`config.mk`:
```
export PLATFORM = sky130hd
export DESIGN_NAME = sw_event_sequencer
export DESIGN_NICKNAME = d
export VERILOG_FILES = /design/src/rtl/sw_evt_pkg.sv /design/src/rtl/sw_evt_fifo.sv /design/src/rtl/sw_event_sequencer.sv
export SDC_FILE = /design/constraint.sdc
export NUM_CORES = 1
export LEC_CHECK = 0
export BUFFER_PORTS_ARGS = -buffer_cell sky130_fd_sc_hd__buf_2
export CAP_MARGIN = 20
export CORE_AREA = 4 4 166 168
export CTS_CLUSTER_DIAMETER = 40
export DETAILED_ROUTE_END_ITERATION = 10
export DIE_AREA = 0 0 170 172
export GPL_TIMING_DRIVEN = 0
export PLACE_DENSITY_LB_ADDON = 0.05
export SKIP_LAST_GASP = 1
export SYNTH_ARGS = -nofsm -noshare
export SYNTH_HDL_FRONTEND = slang
export SYNTH_HIERARCHICAL = 1
export SYNTH_SLANG_ARGS = --single-unit
```
`constraint.sdc`:
```
create_clock -name clk -period 10.3 [get_ports clk]
set_clock_uncertainty 0.1 [all_clocks]
set_input_delay 0.515 -clock clk [delete_from_list [all_inputs] [get_ports clk]]
set_output_delay 0.515 -clock clk [all_outputs]
set_load 0.005 [all_outputs]
```
`src/rtl/sw_evt_pkg.sv`:
```
// Shared constants for the switch event sequencer: PIO register map and FSM states.
package sw_evt_pkg;

    localparam logic [1:0] ADDR_DATA = 2'd0;
    localparam logic [1:0] ADDR_MASK = 2'd2;
    localparam logic [1:0] ADDR_EDGE = 2'd3;

    // ST_RESET holds the bus idle for the first clock after reset release.
    typedef enum logic [3:0] {
        ST_RESET,
        ST_INIT_MASK,
        ST_IDLE,
        ST_WR_MASK,
        ST_RD_CAP,
        ST_WAIT_CAP,
        ST_CLR_CAP,
        ST_RD_DAT,
        ST_WAIT_DAT,
        ST_PUSH
    } state_e;

endpackage

```
`src/rtl/sw_evt_fifo.sv`:
```
// Synchronous show-ahead FIFO; a push into a full FIFO is accepted when a pop frees a slot.
module sw_evt_fifo #(
    parameter int WIDTH = 36,
    parameter int DEPTH = 8
) (
    input  logic             clk,
    input  logic             reset_n,
    input  logic             wr_en,
    input  logic [WIDTH-1:0] wr_data,
    input  logic             rd_en,
    output logic [WIDTH-1:0] rd_data,
    output logic             full,
    output logic             empty
);
    localparam int AW = $clog2(DEPTH);

    logic [WIDTH-1:0] mem_q [DEPTH];
    logic [AW-1:0]    wr_ptr_q;
    logic [AW-1:0]    rd_ptr_q;
    logic [AW:0]      count_q;
    logic             push;
    logic             pop;

    assign full    = (count_q == (AW + 1)'(DEPTH));
    assign empty   = (count_q == '0);
    assign pop     = rd_en && !empty;
    assign push    = wr_en && (!full || pop);
    assign rd_data = mem_q[rd_ptr_q];

    always_ff @(posedge clk) begin
        if (push) begin
            mem_q[wr_ptr_q] <= wr_data;
        end
    end

    always_ff @(posedge clk or negedge reset_n) begin
        if (!reset_n) begin
            wr_ptr_q <= '0;
            rd_ptr_q <= '0;
            count_q  <= '0;
        end else begin
            if (push) wr_ptr_q <= wr_ptr_q + 1'b1;
            if (pop)  rd_ptr_q <= rd_ptr_q + 1'b1;
            case ({push, pop})
                2'b10:   count_q <= count_q + 1'b1;
                2'b01:   count_q <= count_q - 1'b1;
                default: count_q <= count_q;
            endcase
        end
    end

endmodule

```
`src/rtl/sw_event_sequencer.sv`:
```
// Avalon-MM master that services the switch PIO interrupt and queues timestamped events.
module sw_event_sequencer
    import sw_evt_pkg::*;
#(
    parameter int               WIDTH      = 10,
    parameter int               FIFO_DEPTH = 8,
    parameter logic [WIDTH-1:0] MASK_INIT  = 10'h3FF
) (
    input  logic             clk,
    input  logic             reset_n,
    input  logic             enable,
    input  logic [WIDTH-1:0] cfg_mask,
    input  logic             cfg_mask_wr,
    output logic [1:0]       pio_address,
    output logic             pio_chipselect,
    output logic             pio_write_n,
    output logic [31:0]      pio_writedata,
    input  logic [31:0]      pio_readdata,
    input  logic             pio_irq,
    output logic             evt_valid,
    input  logic             evt_ready,
    output logic [WIDTH-1:0] evt_edges,
    output logic [WIDTH-1:0] evt_level,
    output logic [15:0]      evt_time,
    output logic             busy,
    output logic             ovf,
    output logic [7:0]       drop_cnt,
    output logic [3:0]       dbg_state
);
    localparam int EW = 16 + 2 * WIDTH;

    state_e           state_q, state_d;
    logic [WIDTH-1:0] mask_q, edges_q, level_q;
    logic             mask_pend_q, ovf_q;
    logic [15:0]      time_q, ts_q;
    logic [7:0]       drop_q;
    logic             fifo_wr, fifo_pop, fifo_full, fifo_empty;
    logic [EW-1:0]    fifo_rdata;
    logic             unused_rd;

    assign unused_rd = ^pio_readdata[31:WIDTH];

    always_ff @(posedge clk or negedge reset_n) begin
        if (!reset_n) state_q <= ST_RESET;
        else          state_q <= state_d;
    end

    always_comb begin
        state_d = state_q;
        case (state_q)
            ST_RESET:     state_d = ST_INIT_MASK;
            ST_INIT_MASK: state_d = ST_IDLE;
            ST_IDLE: begin
                if (mask_pend_q)           state_d = ST_WR_MASK;
                else if (enable && pio_irq) state_d = ST_RD_CAP;
            end
            ST_WR_MASK:   state_d = ST_IDLE;
            ST_RD_CAP:    state_d = ST_WAIT_CAP;
            // An empty capture register means a spurious interrupt: nothing to clear or report.
            ST_WAIT_CAP:  state_d = (pio_readdata[WIDTH-1:0] == '0) ? ST_IDLE : ST_CLR_CAP;
            ST_CLR_CAP:   state_d = ST_RD_DAT;
            ST_RD_DAT:    state_d = ST_WAIT_DAT;
            ST_WAIT_DAT:  state_d = ST_PUSH;
            ST_PUSH:      state_d = ST_IDLE;
            default:      state_d = ST_RESET;
        endcase
    end

    always_comb begin
        pio_chipselect = 1'b0;
        pio_write_n    = 1'b1;
        pio_address    = ADDR_DATA;
        pio_writedata  = '0;
        fifo_wr        = 1'b0;
        case (state_q)
            ST_INIT_MASK: begin
                pio_chipselect = 1'b1;
                pio_write_n    = 1'b0;
                pio_address    = ADDR_MASK;
                pio_writedata  = 32'(MASK_INIT);
            end
            ST_WR_MASK: begin
                pio_chipselect = 1'b1;
                pio_write_n    = 1'b0;
                pio_address    = ADDR_MASK;
                pio_writedata  = 32'(mask_q);
            end
            ST_RD_CAP: begin
                pio_chipselect = 1'b1;
                pio_address    = ADDR_EDGE;
            end
            ST_CLR_CAP: begin
                pio_chipselect = 1'b1;
                pio_write_n    = 1'b0;
                pio_address    = ADDR_EDGE;
                pio_writedata  = 32'(edges_q);
            end
            ST_RD_DAT: begin
                pio_chipselect = 1'b1;
                pio_address    = ADDR_DATA;
            end
            ST_PUSH:  fifo_wr = 1'b1;
            default: ;
        endcase
    end

    always_ff @(posedge clk or negedge reset_n) begin
        if (!reset_n) begin
            mask_q      <= '0;
            mask_pend_q <= 1'b0;
            edges_q     <= '0;
            level_q     <= '0;
            time_q      <= '0;
            ts_q        <= '0;
            ovf_q       <= 1'b0;
            drop_q      <= '0;
        end else begin
            ts_q <= ts_q + 16'd1;
            // A new request arriving during WR_MASK keeps the pending flag for the newer value.
            if (cfg_mask_wr) begin
                mask_q      <= cfg_mask;
                mask_pend_q <= 1'b1;
            end else if (state_q == ST_WR_MASK) begin
                mask_pend_q <= 1'b0;
            end
            if (state_q == ST_WAIT_CAP) begin
                edges_q <= pio_readdata[WIDTH-1:0];
                time_q  <= ts_q;
            end
            if (state_q == ST_WAIT_DAT) level_q <= pio_readdata[WIDTH-1:0];
            if (fifo_wr && fifo_full && !fifo_pop) begin
                ovf_q <= 1'b1;
                if (drop_q != 8'hFF) drop_q <= drop_q + 8'd1;
            end
        end
    end

    sw_evt_fifo #(.WIDTH(EW), .DEPTH(FIFO_DEPTH)) u_fifo (
        .clk     (clk),
        .reset_n (reset_n),
        .wr_en   (fifo_wr),
        .wr_data ({time_q, edges_q, level_q}),
        .rd_en   (fifo_pop),
        .rd_data (fifo_rdata),
        .full    (fifo_full),
        .empty   (fifo_empty)
    );

    assign evt_valid = !fifo_empty;
    assign fifo_pop  = evt_valid && evt_ready;
    assign evt_time  = evt_valid ? fifo_rdata[EW-1 -: 16] : '0;
    assign evt_edges = evt_valid ? fifo_rdata[2*WIDTH-1 -: WIDTH] : '0;
    assign evt_level = evt_valid ? fifo_rdata[WIDTH-1:0] : '0;
    assign busy      = (state_q != ST_IDLE) && (state_q != ST_RESET);
    assign ovf       = ovf_q;
    assign drop_cnt  = drop_q;
    assign dbg_state = state_q;

endmodule

```
* Word-level counts from Yosys, hierarchy flattened
Memories as Yosys holds them, arrays and structs flattened. Cells that the tools add are included.
Cells by class: $add $sub $neg 6, equality and inequality tests 15, muxes and demuxes 17, reduce and logical (&&, ||, !) cells 23
Operator list (count):
- 4-bit one-hot mux with 8 select lines | 1
- 10-bit one-hot mux with 3 select lines | 1
- 10-bit two-way mux | 2
- 16-bit by 1-bit adder with 16-bit output, second input constant | 1
- 4-bit by 3-bit == test with 1-bit output, second input constant | 4
- 16-bit two-way mux | 1
- 4-bit == test, second input constant | 3
- 10-bit zero test | 1
- 8-bit by 1-bit adder with 8-bit output, second input constant | 1
- 4-bit by 2-bit == test with 1-bit output, second input constant | 2
- 4-bit zero test | 2
- 4-bit two-way mux | 2
- 8-bit != test, second input constant | 1
- 4-bit one-hot mux with 2 select lines | 1
- 1-bit logical AND | 7
- 1-bit two-way mux | 7
- 3-bit by 1-bit adder with 3-bit output, second input constant | 2
- 3-bit OR reduction | 2
- 5-bit OR reduction | 1
- 4-bit by 1-bit adder with 4-bit output, second input constant | 1
- 4-bit by 1-bit == test with 1-bit output, second input constant | 1
- 4-bit by 2-bit != test with 1-bit output, second input constant | 1
- 2-bit one-hot mux with 2 select lines | 1
- 2-bit nonzero test | 2
- other kinds (10) | 13
Storage, ports and cells: register bits after elaboration 86, bits in writable memories 288, bits of input ports 48, output and inout bits 87, word-level logic and storage cells 74, memories kept 1
Memories:
- u_fifo.mem_q | depth 8, width 36, rd ports 1, clocked after Yosys merged registers in 0, wr ports 1, line sw_evt_fifo.sv:17 | logic [WIDTH-1:0] mem_q [DEPTH];

* Logic depth before layout (Yosys ltp)
Gate-level depths: netlist of the first run.
word-level depth 8, gate-level depth with buffers 12, gate-level depth less buffers 11

* Hierarchy
The synthesis of the first run kept the hierarchy.
By module, submodules not included:
- sw_evt_fifo | times used 1, cells an instance 482, area an instance 11690.0 um^2, sequential area each 8898.5 um^2
- sw_event_sequencer | times used 1, cells an instance 328, area an instance 3733.6 um^2, sequential area each 1901.8 um^2

* Worst setup path before layout of the first run
Ideal clock, no wire load.
kind register -> register, from register u_fifo.count_q[1], to memory u_fifo.mem_q[0][0], enable pin, setup time 0.474 ns, arrival 3.941 ns, data required time 9.726 ns, slack 5.785 ns, cell stages (with the launch flop) 9, path buffers 1, clock period less this slack 4.515 ns, path through dfrtp_1 > or3_1 > buf_4 > nor2_1 > nor2b_1 > nand2b_1 > o21a_4 > nand2b_1 > nor3_1
On the way: word-level cells in the longest chain between the ends 8, elaborated cells on any way between the ends 10, those cells by class eq/ne (1); mux (2); reduce/logical (7)
Ends and longest elaborated chain:
- start: declaration | line sw_evt_fifo.sv:20 | logic [AW:0] count_q;
- start signal: assignment | line sw_evt_fifo.sv:45 | 2'b10: count_q <= count_q + 1'b1;
- start signal: assignment | line sw_evt_fifo.sv:46 | 2'b01: count_q <= count_q - 1'b1;
- start signal: assignment | line sw_evt_fifo.sv:47 | default: count_q <= count_q;
- 4-bit zero test | line sw_evt_fifo.sv:25 | assign empty = (count_q == '0);
- via fifo_empty | line sw_event_sequencer.sv:37 | logic fifo_wr, fifo_pop, fifo_full, fifo_empty;
- 1-bit zero test | line sw_event_sequencer.sv:149 | assign evt_valid = !fifo_empty;
- 1-bit logical AND | line sw_event_sequencer.sv:150 | assign fifo_pop = evt_valid && evt_ready;
- via fifo_pop | line sw_event_sequencer.sv:37
- 1-bit logical AND | line sw_evt_fifo.sv:26 | assign pop = rd_en && !empty;
- 1-bit logical OR | line sw_evt_fifo.sv:27 | assign push = wr_en && (!full || pop);
- 1-bit logical AND | line sw_evt_fifo.sv:27
- 1-bit two-way mux | line sw_evt_fifo.sv:31 | if (push) begin
- 1-bit two-way mux (not written as such) | line sw_evt_fifo.sv:32 | mem_q[wr_ptr_q] <= wr_data;
- end: declaration | line sw_evt_fifo.sv:17
The timed path passes the listed nets, and every way through them passes these cells.

* Worst setup path after layout of the first run
from register u_fifo.count_q[1], to output port evt_edges[7]
On the way: word-level cells in the longest chain between the ends 2
Ends and longest elaborated chain:
- 4-bit zero test | line sw_evt_fifo.sv:25
- via fifo_empty | line sw_event_sequencer.sv:37
- 10-bit two-way mux | line sw_event_sequencer.sv:152 | assign evt_edges = evt_valid ? fifo_rdata[2*WIDTH-1 -: WIDTH] : '0;
- end: declaration | line sw_event_sequencer.sv:22 | output logic [WIDTH-1:0] evt_edges,
The timed path passes the listed nets, and every way through them passes these cells.

==> results of run 1 <==
## worst paths after layout
check                                     to  cells after the start
setup / recovery                evt_edges[7]                      7
hold / removal                     mask_q[9]                      2
setup reg to reg           u_fifo/count_q[3]                     12
hold reg to reg                          ovf                      1
max in group asynchronous          time_q[4]                      3
min in group asynchronous          mask_q[2]                      2
## routing by layer
| metal | share of wire | global-route usage | up-vias |
|---|---|---|---|
| met5 | 0 | 0 | - |
| met4 | 0.020 | 0.0556 | 0 |
| met3 | 0.047 | 0.0267 | 43 |
| met2 | 0.50 | 0.351 | 218 |
| met1 | 0.44 | 0.308 | 3995 |
| li1 | - | - | 3542 |
## sequential cells by signal (all words and copies together) (netlist names)
signal and count:
ts_q 16, u_fifo/count_q 4, dbg_state 4, u_fifo/rd_ptr_q 3, ovf 1, drop_cnt 8
u_fifo/mem_q 288, time_q 16, mask_q 10, mask_pend_q 1, edges_q 10, level_q 10
u_fifo/wr_ptr_q 3
## where the power goes
| part | internal [mW] | switching (mW) | leakage, nW |
|---|---|---|---|
| Combinational | 0.632 | 0.556 | 2.37 |
| Sequential | 1.83 | 0.167 | 3.60 |
| Clock | 0.928 | 0.590 | 0.708 |
## worst max-delay path: stages, from the launching register on
cell	delay [ns]
dfrtp_1	0.39
or3_1	0.37
buf_4	0.17
nor2_1	0.14
clkbuf_1	0.65
clkbuf_1	0.65
nor2b_1	0.20
buf_2	0.19
## per-stage QoR
stage,hold WS (ns),setup WS (ns)
CTS,0.108,6.37
global placement,0.344,3.18
floorplan,0.119,5.79
detailed placement,0.353,6.95
finish,0.121,6.40
global route,0.114,6.30
## area by class of cell
type,count,area share
tap,335,0.0231
clock inverter,21,0.0112
buffer,60,0.0214
clock buffer,59,0.0701
sequential,374,0.595
multi-input combinational,387,0.239
timing repair buffer,106,0.0388
inverter,10,0.00207
## logic make-up after synthesis
kind of cell,Yosys count,synth area share
flops,374,0.700
mux,164,0.186
simple gates,130,0.0491
buf+inv,70,0.0276
compound gates,39,0.0165
xor+xnor,25,0.0142
fa+ha+maj,7,0.00617
other cells,1,0.000243
## placed cells by master, fill, tap and decap left out, types with 15 or more instances in the layout
master     instances
edfxtp_1         288
buf_2             94
mux2_2            87
dfrtp_1           86
mux4_1            57
clkbuf_16         48
nor2b_1           38
buf_4             27
nand2_1           22
conb_1            22
clkbuf_1          21
xnor2_1           16
mux4_2            15
==> out/metrics.csv, run 1 <==
metric;value;unit
fin cells;1352;
Final Max Tran Viols;0;
first-pass GRT wire length;47000;um
Leakage;6.67;nW
Max Cap Viol;0;
Fill cells;1655;
dominant cell by count in the synthesized netlist;edfxtp_1;
Startpoint Class;flip-flop;
Post-synth EDFFs;288;
CTS Buf Count;44;
Reg2Reg Setup Slack;7.00;ns
element type at the critical path end;output pin;
design area;18200;sq um
crit-path max FO;10;
# DRC;0;
routed wire length;30600;um
WL/cell;22.7;um
#FFs+latches synth;374;
Area after DPL;16700;sq um
post-cts gate resize count;0;
HP Class;in -> reg;
number of global-route vias before repair;8150;
clock buffer depth;3;
largest area contributor in the netlist;edfxtp_1;
Yosys Warn Count;6;
multi-input combinational cell area;4330;sq um
status;complete, no violations;
Post-synth top cells;edfxtp_1, mux2_2, dfrtp_1;
crit path from;u_fifo/count_q[1];
largest net degree at the start of global routing;46;
clk slew on worst S/H paths;0.05;ns
post-route ant nets;0;
worst slew pin tran;0.838;ns
Tot GR Track Use;0.212;
FP Rows;59;
vias per inst;5.77;
GRT overflow;0;
cells after synthesis;810;
post-synth top area share;0.561;
Placer Congestion;0.822;
Pre-antenna DRT Iters;5;
htree depth;2;
Nets;1038;
ratio of cells with drive above 1 in the final layout;0.330;
fin crit share;0.378;
CTS root buf;clkbuf_16;
final setup TNS;0;ns
Syn Area/Cell;19.0;sq um
Core ar.;25900;sq um
number of port buffers;90;
hold path startpoint;cfg_mask[9];
CTS tree;yes;
top post-synthesis cells by area;edfxtp_1, dfrtp_1, mux4_1;
# IOs;135;
postcts setup bufs;0;
Antenna diodes;0;
Detail Placement HPWL;19600;um
DIE HEIGHT;172;um
Slew headroom;0.441;
ys async rst share;0.230;
FF/Latch Area;10800;sq um
fmax;0.257;GHz
Arr. time, crit path;3.28;ns
Chip Width;170;um
die area;29200;sq um
antenna violations before repair;0;
Skew-Pair Late Insertion Delay;0.53;ns
Final setup violation count;0;
Worst VDD drop;0.205;mV
Final min period;3.90;ns
critical path class;reg -> out;
main flop type after synthesis;edfxtp_1;
RSZ-0062 raised after global routing;no;
hold_buf cts;1;
Final Power;4.70;mW
synth unique cells;55;
area delta synth->final;17.7;%
Final Util;0.701;
Post-Syn Area;15400;sq um
CTS Sinks;374;
Placed Cells;1271;
via count;7798;
Req. time, crit path;9.69;ns
register area share after synthesis;0.700;
Power Dens Cells;259;nW/um^2
starting density of the core;0.595;
number of DRC markers in iteration 0;553;
final hold vios;0;
reg2reg start;u_fifo/count_q[0];
Note: power is estimated with default switching activity, not from simulation.
==> inputs of run 2 (changes only) <==
CORE_AREA = 4 4 167 169   (was 4 4 166 168)
DIE_AREA = 0 0 171 173   (was 0 0 170 172)
clock period = 4.1 ns   (was 10.3 ns; I/O delays follow)
==> out/metrics.csv, run 2 (synthesis results as in run 1) <==
metric;value;unit;change
status;complete, no violations;;
fin crit share;0.854;;
RSZ-0062 raised after global routing;no;;
Regs by FF count;u_fifo/mem_q x288, time_q x16, ts_q x16;;
CTS tree;yes;;
Core ar.;26600;sq um;+2.6%
Placer Congestion;0.833;;+1.4%
CTS root buf;clkbuf_16;;
post-route ant nets;0;;unchanged
most common cell after layout, fill and taps aside;edfxtp_1;;
# IOs;135;;unchanged
Final min period;3.50;ns;
Startpoint Class;flip-flop;;
Final Power;12.0;mW;+160%
number of port buffers;90;;unchanged
Pre-antenna DRT Iters;4;;-1
Nets;1057;;+1.8%
Leakage;6.77;nW;+1.5%
Req. time, crit path;3.80;ns;-5.89 ns
number of DRC markers in iteration 0;551;;-0.36%
critical path's largest stage delay;0.61;ns;-0.04 ns
final hold vios;0;;unchanged
htree depth;2;;unchanged
Reg2Reg Setup Slack;0.77;ns;-6.23 ns
crit-path max FO;10;;unchanged
GRT overflow;0;;unchanged
FP Rows;60;;+1.7%
postcts setup bufs;0;;unchanged
Arr. time, crit path;3.20;ns;-0.08 ns
Top reg by flops;u_fifo/mem_q;;
final setup TNS;0;ns;unchanged
fmax;0.286;GHz;
commonest cells after routing, fill and taps aside;edfxtp_1, buf_2, mux2_2;;
Max Cap Viol;0;;unchanged
ratio of cells with drive above 1 in the final layout;0.325;;-0.00509
HP Class;in -> async;;
Largest register FFs;288;;unchanged
critical path class;reg -> out;;
Skew-Pair Late Insertion Delay;0.53;ns;about the same
number of global-route vias before repair;8382;;+2.8%
clk slew on worst S/H paths;0.05;ns;about the same
largest net degree at the start of global routing;45;;-2.2%
Power Dens Cells;651;nW/um^2;+150%
Placed Cells;1273;;+0.16%
WL/cell;22.9;um;+1.2%
via count;7974;;+2.3%
CTS Sinks;374;;unchanged
fin cells;1377;;+1.8%
cell mode on critical path;clkbuf_1;;
die area;29600;sq um;+1.2%
starting density of the core;0.580;;-0.0149
Antenna diodes;0;;unchanged
Final Max Tran Viols;0;;unchanged
Detail Placement HPWL;20300;um;+3.7%
Worst VDD drop;0.414;mV;+100%
DIE HEIGHT;173;um;+0.58%
area delta synth->final;19.6;%;
sum of buffers and inverters on the critical path;4;;unchanged
Chip Width;171;um;+0.59%
Final setup violation count;0;;unchanged
first-pass GRT wire length;49100;um;+4.3%
Max stage delay cell, worst path;clkbuf_1;;
CP cell instances;or3_1, buf_4, nor2_1, clkbuf_1, clkbuf_1, nor2b_1, buf_2;;
Tot GR Track Use;0.218;;+0.00539
worst slew pin tran;0.934;ns;+0.0954 ns
element type at the critical path end;output pin;;
Slew headroom;0.375;;-0.0656
vias per inst;5.79;;+0.40%
top cell family by delay on the critical path;buffers and inverters;;
routed wire length;31600;um;+3.0%
clock buffer depth;3;;unchanged
CTS Buf Count;43;;-2.3%
antenna violations before repair;0;;unchanged
# DRC;0;;unchanged
[run 2: cell types whose count changed in the layout (fill, tap and decap cells not counted), sizes merged]
cell	delta
buf	-4
bufinv	+4
clkbuf	-8
clkinv	+3
clkinvlp	-1
dlygate4sd3	+24
inv	+1
[run 2: power by group]
part / total, mW / leakage [nW] / switching, mW / internal (mW)
registers: 5.02 / 3.60 / 0.428 / 4.59
logic: 2.98 / 2.43 / 1.39 / 1.60
clock network: 4.00 / 0.747 / 1.51 / 2.49
[run 2: path summary, 6_finish.rpt]
kind | start | end | cells past startpoint
max | u_fifo/count_q[1] | evt_time[14] | 7
min | reset_n | mask_q[3] | 2
max reg2reg | u_fifo/count_q[1] | u_fifo/mem_q[0][31] | 9
min reg2reg | ovf | ovf | 1
max in group asynchronous | reset_n | ts_q[7] | 3
min in group clk | cfg_mask_wr | mask_pend_q | 3
[run 2: final cells by class]
class                      instances  area [sq um]
multi-input combinational        387          4340
clock inverter                    28           354
tap                              341           427
inverter                          10          37.5
sequential                       374         10800
fill                            1697          8130
clock buffer                      51          1190
timing repair buffer             126           903
buffer                            60           388
[run 2: repair_timing]
action | CTS | global route
hold buffers | 25 | 0
resized for setup | 0 | 0
hold endpoints to repair | 74 | 0
[run 2: through the flow]
step                      instance area, sq um   util  setup WS [ns]  hold slack [ns]
final                                    18400  0.694          0.599            0.133
after global routing                     18400  0.694          0.405            0.199
after CTS                                18400  0.694          0.516            0.125
after detailed placement                 16600  0.627          0.782            0.142
after global placement                   16400  0.617          -1.31            0.338
after floorplan                          15500      -          0.550           -0.191
[run 2: per-layer routing]
layer  share of wire  track usage  up-vias
met3           0.045       0.0370       39
li1                -            -     3563
met4           0.014       0.0442        0
met5               0            0        -
met2            0.51        0.363      206
met1            0.43        0.309     4166
==> inputs of run 3 (changes only) <==
REMOVE_ABC_BUFFERS = 1   (was not set)
==> out/metrics.csv, run 3 (synthesis results as in run 1) <==
metric;value;unit;change
CTS Sinks;374;;unchanged
crit-path max FO;23;;+13
clock buffer depth;3;;unchanged
DIE HEIGHT;173;um;unchanged
fin crit share;0.917;;+0.0626
Startpoint Class;flip-flop;;
number of global-route vias before repair;8113;;-3.2%
GRT overflow;0;;unchanged
antenna violations before repair;0;;unchanged
Top reg by flops;u_fifo/mem_q;;
via count;7762;;-2.7%
Skew-Pair Late Insertion Delay;0.53;ns;about the same
cell mode on critical path;nand2b_1;;
area delta synth->final;17.4;%;
postcts setup bufs;0;;unchanged
post-route ant nets;0;;unchanged
number of DRC markers in iteration 0;497;;-9.8%
Largest register FFs;288;;unchanged
Sw Share;0.275;;-0.00164
Max Cap Viol;0;;unchanged
Area after DPL;16400;sq um;-1.4%
critical path's largest stage delay;0.58;ns;-0.03 ns
ratio of cells with drive above 1 in the final layout;0.311;;-0.0139
design area;18100;sq um;-1.9%
Nets;1007;;-4.7%
clk slew on worst S/H paths;0.06;ns;about the same
# IOs;135;;unchanged
Arr. time, crit path;3.89;ns;+0.69 ns
Antenna diodes;0;;unchanged
most common cell after layout, fill and taps aside;edfxtp_1;;
Seq pwr share;0.450;;+0.032
pre-CTS WS;0.124;ns;-0.658 ns
Power Dens Cells;636;nW/um^2;-2.2%
Regs by FF count;u_fifo/mem_q x288, time_q x16, ts_q x16;;
element type at the critical path end;flip-flop;;
Placer Congestion;0.790;;-5.2%
Fin Hold WS;0.172;ns;+0.0391 ns
FP Rows;60;;unchanged
Pre-antenna DRT Iters;4;;unchanged
Max stage delay cell, worst path;nor3_2;;
RSZ-0062 raised after global routing;no;;
Core ar.;26600;sq um;unchanged
CTS tree;yes;;
Gate power share;0.229;;-0.020
Final WS setup;0.342;ns;-0.257 ns
P_int;8.35;mW;-3.8%
Worst VDD drop;0.445;mV;+7.6%
vias per inst;5.85;;+1.0%
Final setup violation count;0;;unchanged
fmax;0.266;GHz;-6.8%
CTS root buf;clkbuf_16;;
worst slew pin tran;0.887;ns;-0.0464 ns
HP Class;in -> async;;
Detail Placement HPWL;18200;um;-10%
final hold vios;0;;unchanged
CTS Buf Count;43;;unchanged
starting density of the core;0.580;;unchanged
Leakage;6.56;nW;-3.1%
Req. time, crit path;4.23;ns;+0.43 ns
number of port buffers;90;;unchanged
commonest cells after routing, fill and taps aside;edfxtp_1, buf_2, mux2_2;;
Slew headroom;0.408;;+0.0329
Fill cells;1759;;+3.7%
htree depth;2;;unchanged
CP cell instances;or3_1, nor2_4, buf_12, nor2b_1, nand2b_1, o21a_4, nand2b_1, nor3_2, buf_4, buf_6;;
first-pass GRT wire length;47000;um;-4.2%
clock share of power;0.321;;-0.012
critical path class;reg -> reg;;
# DRC;0;;unchanged
die area;29600;sq um;unchanged
Final min period;3.76;ns;+0.257 ns
routed wire length;30100;um;-4.6%
largest net degree at the start of global routing;55;;+22%
WL/cell;22.7;um;-1.0%
Chip Width;171;um;unchanged
Psw;3.17;mW;-4.6%
Final Max Tran Viols;0;;unchanged
Tot GR Track Use;0.208;;-0.00954
status;complete, no violations;;
[run 3: stage by stage]
step	util	std cells	power [mW]	TNS, ns
global route	0.681	1327	12.1	0
CTS	0.681	1326	11.6	0
floorplan	-	771	6.82	-63.81
finish	0.681	1327	11.5	0
detailed placement	0.618	1222	7.90	0
global placement	0.602	1202	7.81	-963.54
[run 3: final timing paths]
kind                                       endpoint  slack, ns  cells after the start              start
worst min-delay path                      mask_q[5]       0.17                      2            reset_n
worst min register to register                  ovf       0.36                      1                ovf
min in group clk                 u_fifo/rd_ptr_q[0]       0.19                      4          evt_ready
max in group asynchronous                  ts_q[12]       3.08                      3            reset_n
worst max register to register  u_fifo/mem_q[0][33]       0.34                     10  u_fifo/count_q[2]
worst max-delay path            u_fifo/mem_q[0][33]       0.34                     10  u_fifo/count_q[2]
[run 3: power by group through the flow]
stage / sequential (mW) / combinational [mW] / clock [mW]
final: 5.19 / 2.64 / 3.69
after global routing: 5.26 / 2.89 / 3.96
after CTS: 5.19 / 2.68 / 3.77
after detailed placement: 5.26 / 2.64 / 0
after global placement: 5.46 / 2.34 / 0
after floorplan: 5.17 / 1.65 / 0
[run 3: layer usage]
layer | vias to the layer above | track usage | routed length [um]
li1 | 3473 | - | -
met1 | 4020 | 0.303 | 13200
met2 | 229 | 0.339 | 15000
met3 | 40 | 0.0325 | 1440
met4 | 0 | 0.0472 | 489
met5 | - | 0 | 0
[run 3: cell type report]
cell class / count / area [sq um] / area share
Timing Repair Buffer: 136 / 1050 / 0.0581
Tap cell: 341 / 427 / 0.0236
Clock buffer: 56 / 1230 / 0.0679
Clock inverter: 23 / 195 / 0.0108
Sequential cell: 374 / 10800 / 0.597
Inverter: 10 / 37.5 / 0.00207
Multi-Input combinational cell: 387 / 4350 / 0.240
[run 3: timing repair]
| action | in CTS | in global routing |
|---|---|---|
| setup endpoints to repair | 0 | 9 |
| endpoints found under the hold margin | 79 | 0 |
| gates resized for setup | 0 | 1 |
| hold buffers | 25 | 0 |
[run 3: critical path: cells and delay by family, from the launching register on]
family	cells	cell delay [ns]
flops	1	0.38
compound gates	1	0.16
simple gates	6	2.08
buf+inv	3	0.74
